## config.mk

```make
export PLATFORM = sky130hd
export DESIGN_NAME = seq_compare_unit
export DESIGN_NICKNAME = d
export VERILOG_FILES = /design/src/rtl/seq_compare_unit.sv
export SDC_FILE = /design/constraint.sdc
export NUM_CORES = 1
export LEC_CHECK = 0
export BUFFER_PORTS_ARGS = -buffer_cell sky130_fd_sc_hd__buf_4
export CAP_MARGIN = 20
export CORE_MARGIN = 4
export CORE_UTILIZATION = 54
export CTS_CLUSTER_DIAMETER = 120
export CTS_CLUSTER_SIZE = 10
export DETAILED_ROUTE_END_ITERATION = 10
export PLACE_DENSITY = 0.88
export SLEW_MARGIN = 20
export SYNTH_ARGS = -nofsm -noshare
export SYNTH_HDL_FRONTEND = slang
export SYNTH_SLANG_ARGS = --single-unit
```

## constraint.sdc

```tcl
create_clock -name clock -period 2.8 [get_ports clock]
set_input_delay 0.56 -clock clock [delete_from_list [all_inputs] [get_ports clock]]
set_output_delay 0.56 -clock clock [all_outputs]
set_load 0.05 [all_outputs]
```

## src/rtl/seq_compare_unit.sv

```systemverilog
// Multi-cycle magnitude/equality comparator: scans two WIDTH-bit operands CHUNK bits
// per cycle, MSB chunk first. Define SEQ_COMPARE_EARLY_EXIT_EN to stop at the first difference.
module seq_compare_unit #(
  parameter int WIDTH = 32,
  parameter int CHUNK = 8
) (
  input  logic             clock,
  input  logic             reset,
  input  logic             in_valid,
  output logic             in_ready,
  input  logic [WIDTH-1:0] in_a,
  input  logic [WIDTH-1:0] in_b,
  input  logic             in_signed,
  output logic             out_valid,
  input  logic             out_ready,
  output logic             out_neq,
  output logic             out_lt
);

  localparam int NCHUNK = WIDTH / CHUNK;
  localparam int IDX_W  = (NCHUNK > 1) ? $clog2(NCHUNK) : 1;
  localparam logic [IDX_W-1:0] TOP_IDX = IDX_W'(NCHUNK - 1);

  typedef enum logic [1:0] {IDLE, SCAN, DONE} state_t;

  state_t           r_state;
  state_t           w_next_state;
  logic [WIDTH-1:0] r_a;
  logic [WIDTH-1:0] r_b;
  logic             r_signed;
  logic [IDX_W-1:0] r_idx;
  logic             r_neq;
  logic             r_lt;

  logic [CHUNK-1:0] w_ca;
  logic [CHUNK-1:0] w_cb;
  logic             w_accept;
  logic             w_record;
  logic             w_last;

  // Flipping the sign bit of the top chunk maps two's-complement order onto unsigned order.
  always_comb begin
    w_ca = r_a[int'(r_idx)*CHUNK +: CHUNK];
    w_cb = r_b[int'(r_idx)*CHUNK +: CHUNK];
    if (r_signed && (r_idx == TOP_IDX)) begin
      w_ca[CHUNK-1] = ~w_ca[CHUNK-1];
      w_cb[CHUNK-1] = ~w_cb[CHUNK-1];
    end
  end

  assign w_accept = in_valid && (r_state == IDLE);
  assign w_record = (r_state == SCAN) && !r_neq && (w_ca != w_cb);
  assign w_last   = (r_idx == '0);

  // NOTE: async reset in the sensitivity list; all state updates use non-blocking (<=).
  always_ff @(posedge clock or posedge reset) begin
    if (reset) begin
      r_state <= IDLE;
    end else begin
      r_state <= w_next_state;
    end
  end

  // NOTE: every output of this block is given a default first, so no latch is inferred.
  always_comb begin
    w_next_state = r_state;
    in_ready     = 1'b0;
    out_valid    = 1'b0;
    case (r_state)
      IDLE: begin
        in_ready = 1'b1;
        if (w_accept) w_next_state = SCAN;
      end
      SCAN: begin
`ifdef SEQ_COMPARE_EARLY_EXIT_EN
        if (w_last || w_record) w_next_state = DONE;
`else
        if (w_last) w_next_state = DONE;
`endif
      end
      DONE: begin
        out_valid = 1'b1;
        if (out_ready) w_next_state = IDLE;
      end
      default: w_next_state = IDLE;
    endcase
  end

  always_ff @(posedge clock or posedge reset) begin
    if (reset) begin
      r_a      <= '0;
      r_b      <= '0;
      r_signed <= 1'b0;
      r_idx    <= '0;
      r_neq    <= 1'b0;
      r_lt     <= 1'b0;
    end else if (w_accept) begin
      r_a      <= in_a;
      r_b      <= in_b;
      r_signed <= in_signed;
      r_idx    <= TOP_IDX;
      r_neq    <= 1'b0;
      r_lt     <= 1'b0;
    end else if (r_state == SCAN) begin
      // The first differing chunk (from the top) decides; later chunks never override it.
      if (w_record) begin
        r_neq <= 1'b1;
        r_lt  <= (w_ca < w_cb);
      end
      if (!w_last) r_idx <= r_idx - 1'b1;
    end
  end

  assign out_neq = r_neq;
  assign out_lt  = r_lt;

endmodule

```

==> flow_metrics.py, run 1 <==
metrics = {
    "pwr": {
        "p_sw_uw": 1717,
        "p_leak_uw": 0.001983,
        "p_clk_frac": 0.175,
        "power.total_uw": 5212,
        "p_comb_frac": 0.466,
        "pwr_density_cell_nw_per_um2": 1222,
        "p_seq_frac": 0.359,
        "p_sw_frac": 0.3294,
        "p_int_uw": 3495,
        "max-vdd-ir-drop_mv": 0.8815,
    },
    "timing": {
        "setup-tns-final_ns": 0,
        "finalWorstSetupSlack_ns": 0.3540,
        "worst_slew_pin_slew_ns": 0.5151,
        "rsz0062_at_grt": "no",
        "drv_slew": 0,
        "finalCriticalPeriod_ns": 2.446,
        "maxSlewHeadroom": 0.6566,
        "finalSetupViolations": 0,
        "hold_violations": 0,
        "finClkSkew_ns": 0.007474,
        "timing.fmax_mhz": 408.8,
        "finalCritPeriodShare": 0.8736,
    },
    "drt": {
        "first_pass_iters": 4,
        "drt-wirelength-per-cell_microns": 19.01,
        "drt_iter0_drc": 110,
        "ant_nets": 0,
        "postRouteWirelength_microns": 7128,
        "route.detailed.drc": 0,
        "vias_per_cell": 5.568,
        "vias": 2088,
    },
    "global_routing": {
        "grt_pass1_wl_microns": 11590,
        "grt_use_total": 0.2044,
        "grt_max_degree": 37,
        "first_global_vias": 2383,
        "antenna_found_initial": 0,
        "overflow": 0,
    },
    "critical_path": {
        "ff2ff_setup_slack_ns": 0.35,
        "worst_setup_path_start_kind": "flip-flop",
        "crit_chain": "buf_12, mux4_2, xnor2_1, ha_1, nand4_1, o211ai_1, or3_1, o21ai_0",
        "cp_top_family": "multiplexers",
        "worstPathMaxFanout": 20,
        "worstPathRequired_ns": 3.06,
        "cp-end-kind": "flip-flop",
        "cpMaxStageDelayCell": "mux4_2",
        "cp_num_buf_inv": 1,
        "worstPathArrival_ns": 2.71,
        "worstReg2RegStart": "r_idx[0]",
        "slowest_delay_ns": 0.53,
        "reg2reg_to": "out_lt",
        "reg2reg_depth": 8,
        "path_class": "flip-flop to flip-flop",
    },
    "cells_and_area": {
        "area.growth.synth_to_final_pct": 23.96,
        "layout-drive-gt1-share": 0.5933,
        "postLayoutCoreUtil": 0.7038,
        "final_net_count": 375,
        "antenna_cells": 0,
        "design_area_sq_um": 4265,
    },
    "cts": {
        "htreeDepth": 3,
        "cts.path.max_buffers": 2,
        "insertion_delay_ns": 0.34,
        "post-cts-setup-buffer-count": 0,
        "cts_hold_buf": 0,
        "cts-buffers-inserted": 9,
        "cts_tree": "yes",
        "cts.clk_slew.worst_paths_ns": 0.08,
        "cts-resized-gates": 0,
        "cts_sinks": 71,
        "cts-root-buf": "clkbuf_8",
    },
    "logic_synthesis": {
        "avgSynthCellArea_sq_um": 15.71,
        "seq_area_frac_synth": 0.5164,
        "synthCells": 219,
        "ys_ff_latch": 71,
        "synth_edf_count": 0,
        "synth_warnings": 0,
        "async_flop_share": 1.000,
        "synth.distinct_cells": 27,
        "synth.cell_area_sq_um": 3441,
        "ys.flop_type": "dfrtp_1",
        "yosysTopAreaCell": "dfrtp_1",
        "yosys-top-cells-area": "dfrtp_1, mux2_2, mux2_4, mux4_2, ha_1",
        "synth_common_cells": "dfrtp_1, mux2_2, mux2_4",
        "synth_nets": 298,
        "synth_most_common_cell": "dfrtp_1",
        "yosysTopAreaCellShare": 0.5164,
    },
    "placed_design": {
        "place_ws_ns": 0.4208,
        "post_dp_cell_area_sq_um": 4046,
        "place.gp.congestion": 0.7907,
        "dp_hpwl_microns": 5103,
        "placement.io_buffers": 72,
    },
    "die": {
        "rows": 28,
        "start_util": 0.5677,
        "coreArea_sq_um": 6061,
        "num_io_pins": 73,
        "die_h_microns": 87.83,
        "dieWidth_microns": 87.83,
        "dieArea_sq_um": 7713,
    },
    "run_status": {
        "outcome": "complete, no violations",
    },
    "run": {
        "drv_cap": 0,
    },
    "min_path": {
        "hold_path.class": "input pin to async pin",
    },
}
metal layers:
layer	vias up	GRT usage	routed length, microns
li1	948	-	-
met1	1064	0.2426	2849
met2	64	0.3562	3755
met3	12	0.04045	367
met4	0	0.09763	155
met5	-	0	0
worst max-delay path by stage:
stage / start / to / slack [ns] / cells past startpoint
final: r_idx[0] / out_lt / 0.35 / 8
after global routing: r_idx[0] / out_lt / 0.18 / 8
after CTS: r_idx[0] / out_lt / 0.37 / 8
after detailed placement: r_idx[0] / out_lt / 0.42 / 8
after global placement: r_idx[0] / out_lt / 0.54 / 8
after floorplan: r_idx[0] / out_lt / 0.38 / 8
cells by family after synthesis:
| logic type | Yosys count | share of synthesized area |
|---|---|---|
| multiplexers | 82 | 0.3513 |
| flip-flops | 71 | 0.5164 |
| buffers and inverters | 23 | 0.04073 |
| AND/OR/NAND/NOR | 19 | 0.02946 |
| AO/OA/AOI/OAI | 12 | 0.02072 |
| adder cells (fa/ha/maj) | 10 | 0.03636 |
| XOR/XNOR | 2 | 0.005092 |
layout make-up:
type | count | area (sq um)
Multi-Input combinational cell | 125 | 1524
Tap cell | 75 | 93.84
Clock buffer | 10 | 137.6
Inverter | 11 | 41.29
Timing Repair Buffer | 78 | 610.6
Fill cell | 407 | 1795
Clock inverter | 5 | 81.33
Sequential cell | 71 | 1777
sequential cells by signal (all words and copies together) (netlist names):
signal    flops
r_state       2
r_b          32
r_signed      1
out_neq       1
r_a          32
out_lt        1
r_idx         2
cell usage in the layout, fill, tap and decap left out, types with 2 or more instances in the layout:
cell | Yosys | layout
bufinv_16 | 0 | 2
inv_1 | 11 | 10
buf_4 | 0 | 76
nand2_1 | 2 | 2
o21ai_0 | 3 | 3
nor2_1 | 7 | 7
mux2_4 | 28 | 28
o211ai_1 | 2 | 2
buf_12 | 0 | 2
nand4_1 | 2 | 2
ha_1 | 10 | 10
a21oi_1 | 5 | 5
mux2_2 | 38 | 38
mux4_2 | 16 | 16
dfrtp_1 | 71 | 71
clkbuf_8 | 0 | 10
power groups by stage:
| stage | registers (uW) | logic [uW] | clock network, uW |
|---|---|---|---|
| final | 1870 | 2430 | 911 |
| after global routing | 1930 | 2650 | 956 |
| after CTS | 1870 | 2450 | 917 |
| after detailed placement | 1880 | 2420 | 0 |
| after global placement | 1860 | 2280 | 0 |
| after floorplan | 1800 | 1910 | 0 |
worst register-to-register path: stages (launching register included):
cell	delay, ns
dfrtp_1	0.37
buf_12	0.20
mux4_2	0.54
xnor2_1	0.15
ha_1	0.30
nand4_1	0.12
o211ai_1	0.17
or3_1	0.35
o21ai_0	0.16
stage by stage:
step                      std cells  hold WS (ns)
final                           375        0.1968
after global routing            375        0.2234
after CTS                       375        0.1996
after detailed placement        360        0.4918
after global placement          360        0.4864
after floorplan                 219        0.4752
(Power assumes the default switching activity.)
==> run 2: changes to the inputs <==
- SETUP_SLACK_MARGIN: unset -> 0.4
==> run 2 against run 1 <==
Against the previous run: combinational power up 3%; design area grew 1.2%; sequential power about the same; register-to-register slack better by 0.12 ns; worst setup slack improved by 0.12 ns; power rose by 1.1%; clock skew grew 0.00056 ns; non-clock buffer count increased by 3; routed wire length is 0.94% higher; largest power group unchanged; sequential share of layout area fell by 0.50 points; critical endpoint unchanged; flip-flop and latch count is the same; final cell count increased by 1.1%.
==> flow_metrics.py, run 2 (synthesis gave the netlist of run 1 again) <==
metrics = {
    "run_status": {
        "outcome": "complete, no violations",
    },
    "cells_and_area": {
        "final_common_cell": "buf_4",
        "final_cell_mix": "buf_4, dfrtp_1, mux2_2, mux2_4, mux4_2",
        "instances_no_fill": 379,
        "top_regs": "r_a: 32 flops, r_b: 32 flops",
        "final_net_count": 378,
        "postLayoutCoreUtil": 0.7122,
        "area.growth.synth_to_final_pct": 25.45,
        "antenna_cells": 0,
        "layout-drive-gt1-share": 0.6020,
    },
    "placed_design": {
        "placedCellCount": 360,
        "place_ws_ns": 0.4232,
        "place.gp.congestion": 0.8230,
        "dp_hpwl_microns": 4991,
        "placement.io_buffers": 72,
    },
    "timing": {
        "setup-tns-final_ns": 0,
        "finClkSkew_ns": 0.008030,
        "worst_slew_pin_slew_ns": 0.6733,
        "finalWorstSetupSlack_ns": 0.4766,
        "hold_violations": 0,
        "maxSlewHeadroom": 0.5505,
        "finalSetupViolations": 0,
        "finalCriticalPeriod_ns": 2.323,
        "finalCritPeriodShare": 0.8298,
        "timing.fmax_mhz": 430.4,
        "rsz0062_at_grt": "yes",
        "drv_slew": 0,
    },
    "cts": {
        "cts_sinks": 71,
        "cts_tree": "yes",
        "insertion_delay_ns": 0.34,
        "cts-root-buf": "clkbuf_8",
        "cts-buffers-inserted": 9,
        "htreeDepth": 3,
        "cts.path.max_buffers": 2,
        "cts.clk_slew.worst_paths_ns": 0.07,
        "cts_hold_buf": 0,
    },
    "pwr": {
        "pwr_density_cell_nw_per_um2": 1221,
        "power.total_uw": 5270,
        "p_leak_uw": 0.002007,
        "max-vdd-ir-drop_mv": 0.6692,
    },
    "run": {
        "drv_cap": 0,
    },
    "global_routing": {
        "grt_pass1_wl_microns": 11210,
        "first_global_vias": 2195,
        "grt_max_degree": 41,
        "overflow": 0,
        "gr-usage-met3": 0.05550,
        "top_usage_layer": "met2",
        "use_met2": 0.3199,
        "grt_use_total": 0.1994,
        "antenna_found_initial": 0,
        "grt_util_met1": 0.2552,
    },
    "critical_path": {
        "worstPathArrival_ns": 2.59,
        "cp-end-kind": "flip-flop",
        "crit_start": "r_idx[0]",
        "worstPathRequired_ns": 3.07,
        "worstPathMaxFanout": 6,
        "path_class": "flip-flop to flip-flop",
        "worst_setup_path_start_kind": "flip-flop",
        "worstReg2RegStart": "r_idx[0]",
    },
    "die": {
        "die_h_microns": 87.83,
        "coreArea_sq_um": 6061,
        "num_io_pins": 73,
        "dieArea_sq_um": 7713,
        "dieWidth_microns": 87.83,
        "start_util": 0.5677,
        "rows": 28,
    },
    "drt": {
        "postRouteWirelength_microns": 7195,
        "drt_iter0_drc": 102,
        "first_pass_iters": 4,
        "ant_nets": 0,
        "vias": 2100,
        "route.detailed.drc": 0,
        "vias_per_cell": 5.541,
        "drt-wirelength-per-cell_microns": 18.98,
    },
    "min_path": {
        "hold_path.class": "input pin to async pin",
    },
}
==> run 2: what timing repair did <==
item | in CTS | in global routing
resized for setup | 1 | 5
setup endpoints to repair | 1 | 1
buffers inserted | 0 | 3
pin swaps | 0 | 1
gates cloned | 0 | 0
==> run 2: final timing paths <==
| path | end | slack [ns] | depth (start not counted) |
|---|---|---|---|
| setup / recovery | out_lt | 0.48 | 8 |
| hold reg to reg | r_b[28] | 0.51 | 1 |
| setup reg to reg | out_lt | 0.48 | 8 |
| min in group clock | r_a[19] | 0.44 | 2 |
| max in group asynchronous | r_b[11] | 1.83 | 3 |
| hold / removal | r_b[25] | 0.32 | 2 |
==> run 2: final cells by class <==
type                       count  area [sq um]
timing repair buffer          81         656.9
multi-input combinational    125          1535
clock inverter                 6         85.08
tap                           75         93.84
sequential                    71          1777
inverter                      11         41.29
fill                         377          1744
clock buffer                  10         127.6
==> run 2: power by group <==
group          switching (uW)  leakage [uW]  internal (uW)  total, uW
registers                 337      0.000838           1560       1890
logic                    1020       0.00107           1480       2500
clock network             378      0.000102            498        876
total                    1730       0.00201           3540       5270
==> run 2: per-stage QoR <==
stage	area, sq um	hold slack, ns
final	4317	0.3229
after global routing	4317	0.3620
after CTS	4263	0.3350
after detailed placement	4046	0.4889
after global placement	4046	0.4874
after floorplan	3443	0.4752
==> run 2: worst max-delay path: stages, from the launching register on <==
cell and delay (ns):
dfrtp_1 0.38, buf_6 0.15, mux4_2 0.53, xnor2_2 0.16
ha_1 0.31, nand4_1 0.10, o211ai_1 0.14, or3_1 0.36
o21ai_2 0.12
==> run 2: routing by layer <==
metal,vias up,share of wire
met3,14,0.050
met5,-,0
li1,957,-
met4,0,0.021
met1,1070,0.41
met2,59,0.51
==> run 3: changes to the inputs <==
- clock period: 2.8 -> 2.35 ns (I/O delays scaled with it)
==> run 3 against run 2 <==
Against the previous run: sequential power increased by 19%; flip-flop and latch count unchanged; combinational power increased by 26%; design area increased by 0.46%; fmax increased by 0.53%; non-clock buffer count increased by 3; worst hold slack got worse by 0.11 ns; critical path depth increased by 1; count of clock-buffer cells in the layout increased by 3; global-route usage increased by 1.2 points; critical endpoint unchanged; largest cell class unchanged; largest power group unchanged; highest routed layer unchanged.
==> flow_metrics.py, run 3 (synthesis gave the netlist of run 1 again) <==
metrics = {
    "run_status": {
        "outcome": "complete, no violations",
    },
    "cells_and_area": {
        "final_common_cell": "buf_4",
        "layout-drive-gt1-share": 0.6066,
        "top_regs": "r_a: 32 flops, r_b: 32 flops",
        "instances_no_fill": 380,
        "regArea_sq_um": 1777,
        "fillers": 389,
        "final_net_count": 381,
        "final_cell_mix": "buf_4, dfrtp_1, mux2_2, mux2_4, mux4_2",
        "area.growth.synth_to_final_pct": 26.04,
        "antenna_cells": 0,
        "postLayoutCoreUtil": 0.7155,
        "multi_input_area_sq_um": 1553,
    },
    "placed_design": {
        "placedCellCount": 361,
        "dp_hpwl_microns": 5292,
        "place.gp.congestion": 0.7974,
        "placement.io_buffers": 72,
    },
    "drt": {
        "first_pass_iters": 4,
        "vias_per_cell": 5.492,
        "drt_iter0_drc": 92,
        "postRouteWirelength_microns": 7269,
        "drt-wirelength-per-cell_microns": 19.13,
        "ant_nets": 0,
        "vias": 2087,
        "route.detailed.drc": 0,
    },
    "global_routing": {
        "grt_max_degree": 72,
        "grt_use_total": 0.2113,
        "first_global_vias": 2336,
        "antenna_found_initial": 0,
        "overflow": 0,
        "grt_pass1_wl_microns": 12030,
    },
    "timing": {
        "rsz0062_at_grt": "yes",
        "drv_slew": 0,
        "hold_violations": 0,
        "finalCritPeriodShare": 0.9834,
        "worst_slew_pin_slew_ns": 0.3967,
        "timing.fmax_mhz": 432.7,
        "holdWs_ns": 0.2161,
        "finClkSkew_ns": 0.003731,
        "finalCriticalPeriod_ns": 2.311,
        "maxSlewHeadroom": 0.7355,
        "finalSetupViolations": 0,
    },
    "cts": {
        "cts.clk_slew.worst_paths_ns": 0.07,
        "cts.path.max_buffers": 2,
        "cts-buffers-inserted": 9,
        "cts_sinks": 71,
        "cts-root-buf": "clkbuf_8",
        "htreeDepth": 3,
        "insertion_delay_ns": 0.35,
        "cts_tree": "yes",
    },
    "die": {
        "rows": 28,
        "num_io_pins": 73,
        "coreArea_sq_um": 6061,
        "dieWidth_microns": 87.83,
        "dieArea_sq_um": 7713,
        "die_h_microns": 87.83,
        "start_util": 0.5677,
    },
    "critical_path": {
        "worstPathMaxFanout": 3,
        "reg2reg_depth": 9,
        "worstReg2RegStart": "r_idx[0]",
        "worst_setup_path_start_kind": "flip-flop",
        "ff2ff_setup_slack_ns": 0.04,
        "worstPathRequired_ns": 2.62,
        "cp-end-kind": "flip-flop",
        "worstPathArrival_ns": 2.58,
        "reg2reg_to": "out_lt",
        "path_class": "flip-flop to flip-flop",
    },
    "pwr": {
        "pwr_density_cell_nw_per_um2": 1442,
        "max-vdd-ir-drop_mv": 1.011,
        "p_leak_uw": 0.002004,
    },
    "run": {
        "drv_cap": 0,
    },
    "min_path": {
        "hold_path.class": "input pin to async pin",
    },
}
-- run 3: critical path, cell delays in order (launching register included) --
cell and delay [ns]:
dfrtp_1 0.38, buf_6 0.13, mux4_2 0.52, xor2_2 0.18, ha_1 0.30, nand4_1 0.14
o211ai_1 0.26, buf_4 0.17, nand3b_1 0.08, o21ai_1 0.10
-- run 3: area by class of cell --
class,count,area share
sequential,71,0.4097
tap,75,0.02164
inverter,11,0.01039
clock buffer,13,0.03664
multi-input combinational,125,0.3580
timing repair buffer,84,0.1624
clock inverter,1,0.001154
-- run 3: per-layer routing --
layer | vias to the layer above | global-route usage | part of all wire
met1 | 1058 | 0.2763 | 0.41
li1 | 960 | - | -
met5 | - | 0 | 0
met3 | 7 | 0.06679 | 0.060
met2 | 62 | 0.3384 | 0.51
met4 | 0 | 0.06834 | 0.013
-- run 3: where the power goes --
group / leakage (uW) / switching, uW / internal, uW
combinational: 0.00108 / 1260 / 1890
sequential: 0.000838 / 398 / 1850
clock: 0.0000854 / 423 / 428
-- run 3: repair_timing --
action                                  CTS  global route
cloned                                    0             0
hold buffers                              0             0
endpoints found under the setup margin    2             2
pin swaps                                 2             1
resized for setup                         6             2
setup buffers                             5             0
-- run 3: metrics by stage --
stage	cell area, sq um	setup slack [ns]	setup TNS (ns)	power (uW)
global route	4337	-0.06076	-0.06076	6694
floorplan	3457	0.1393	0	4454
finish	4337	0.03892	0	6254
detailed placement	4083	-0.03425	-0.03425	5173
global placement	4083	0.1416	0	4991
CTS	4325	0.1013	0	6245
-- run 3: worst max path at each step --
stage	slack, ns	from	end	cells past startpoint
after floorplan	0.14	r_idx[1]	out_lt	8
after global placement	0.14	r_idx[0]	out_lt	8
after detailed placement	-0.03	r_idx[0]	out_lt	8
after CTS	0.10	r_idx[0]	out_lt	8
after global routing	-0.06	r_idx[0]	out_lt	9
final	0.04	r_idx[0]	out_lt	9
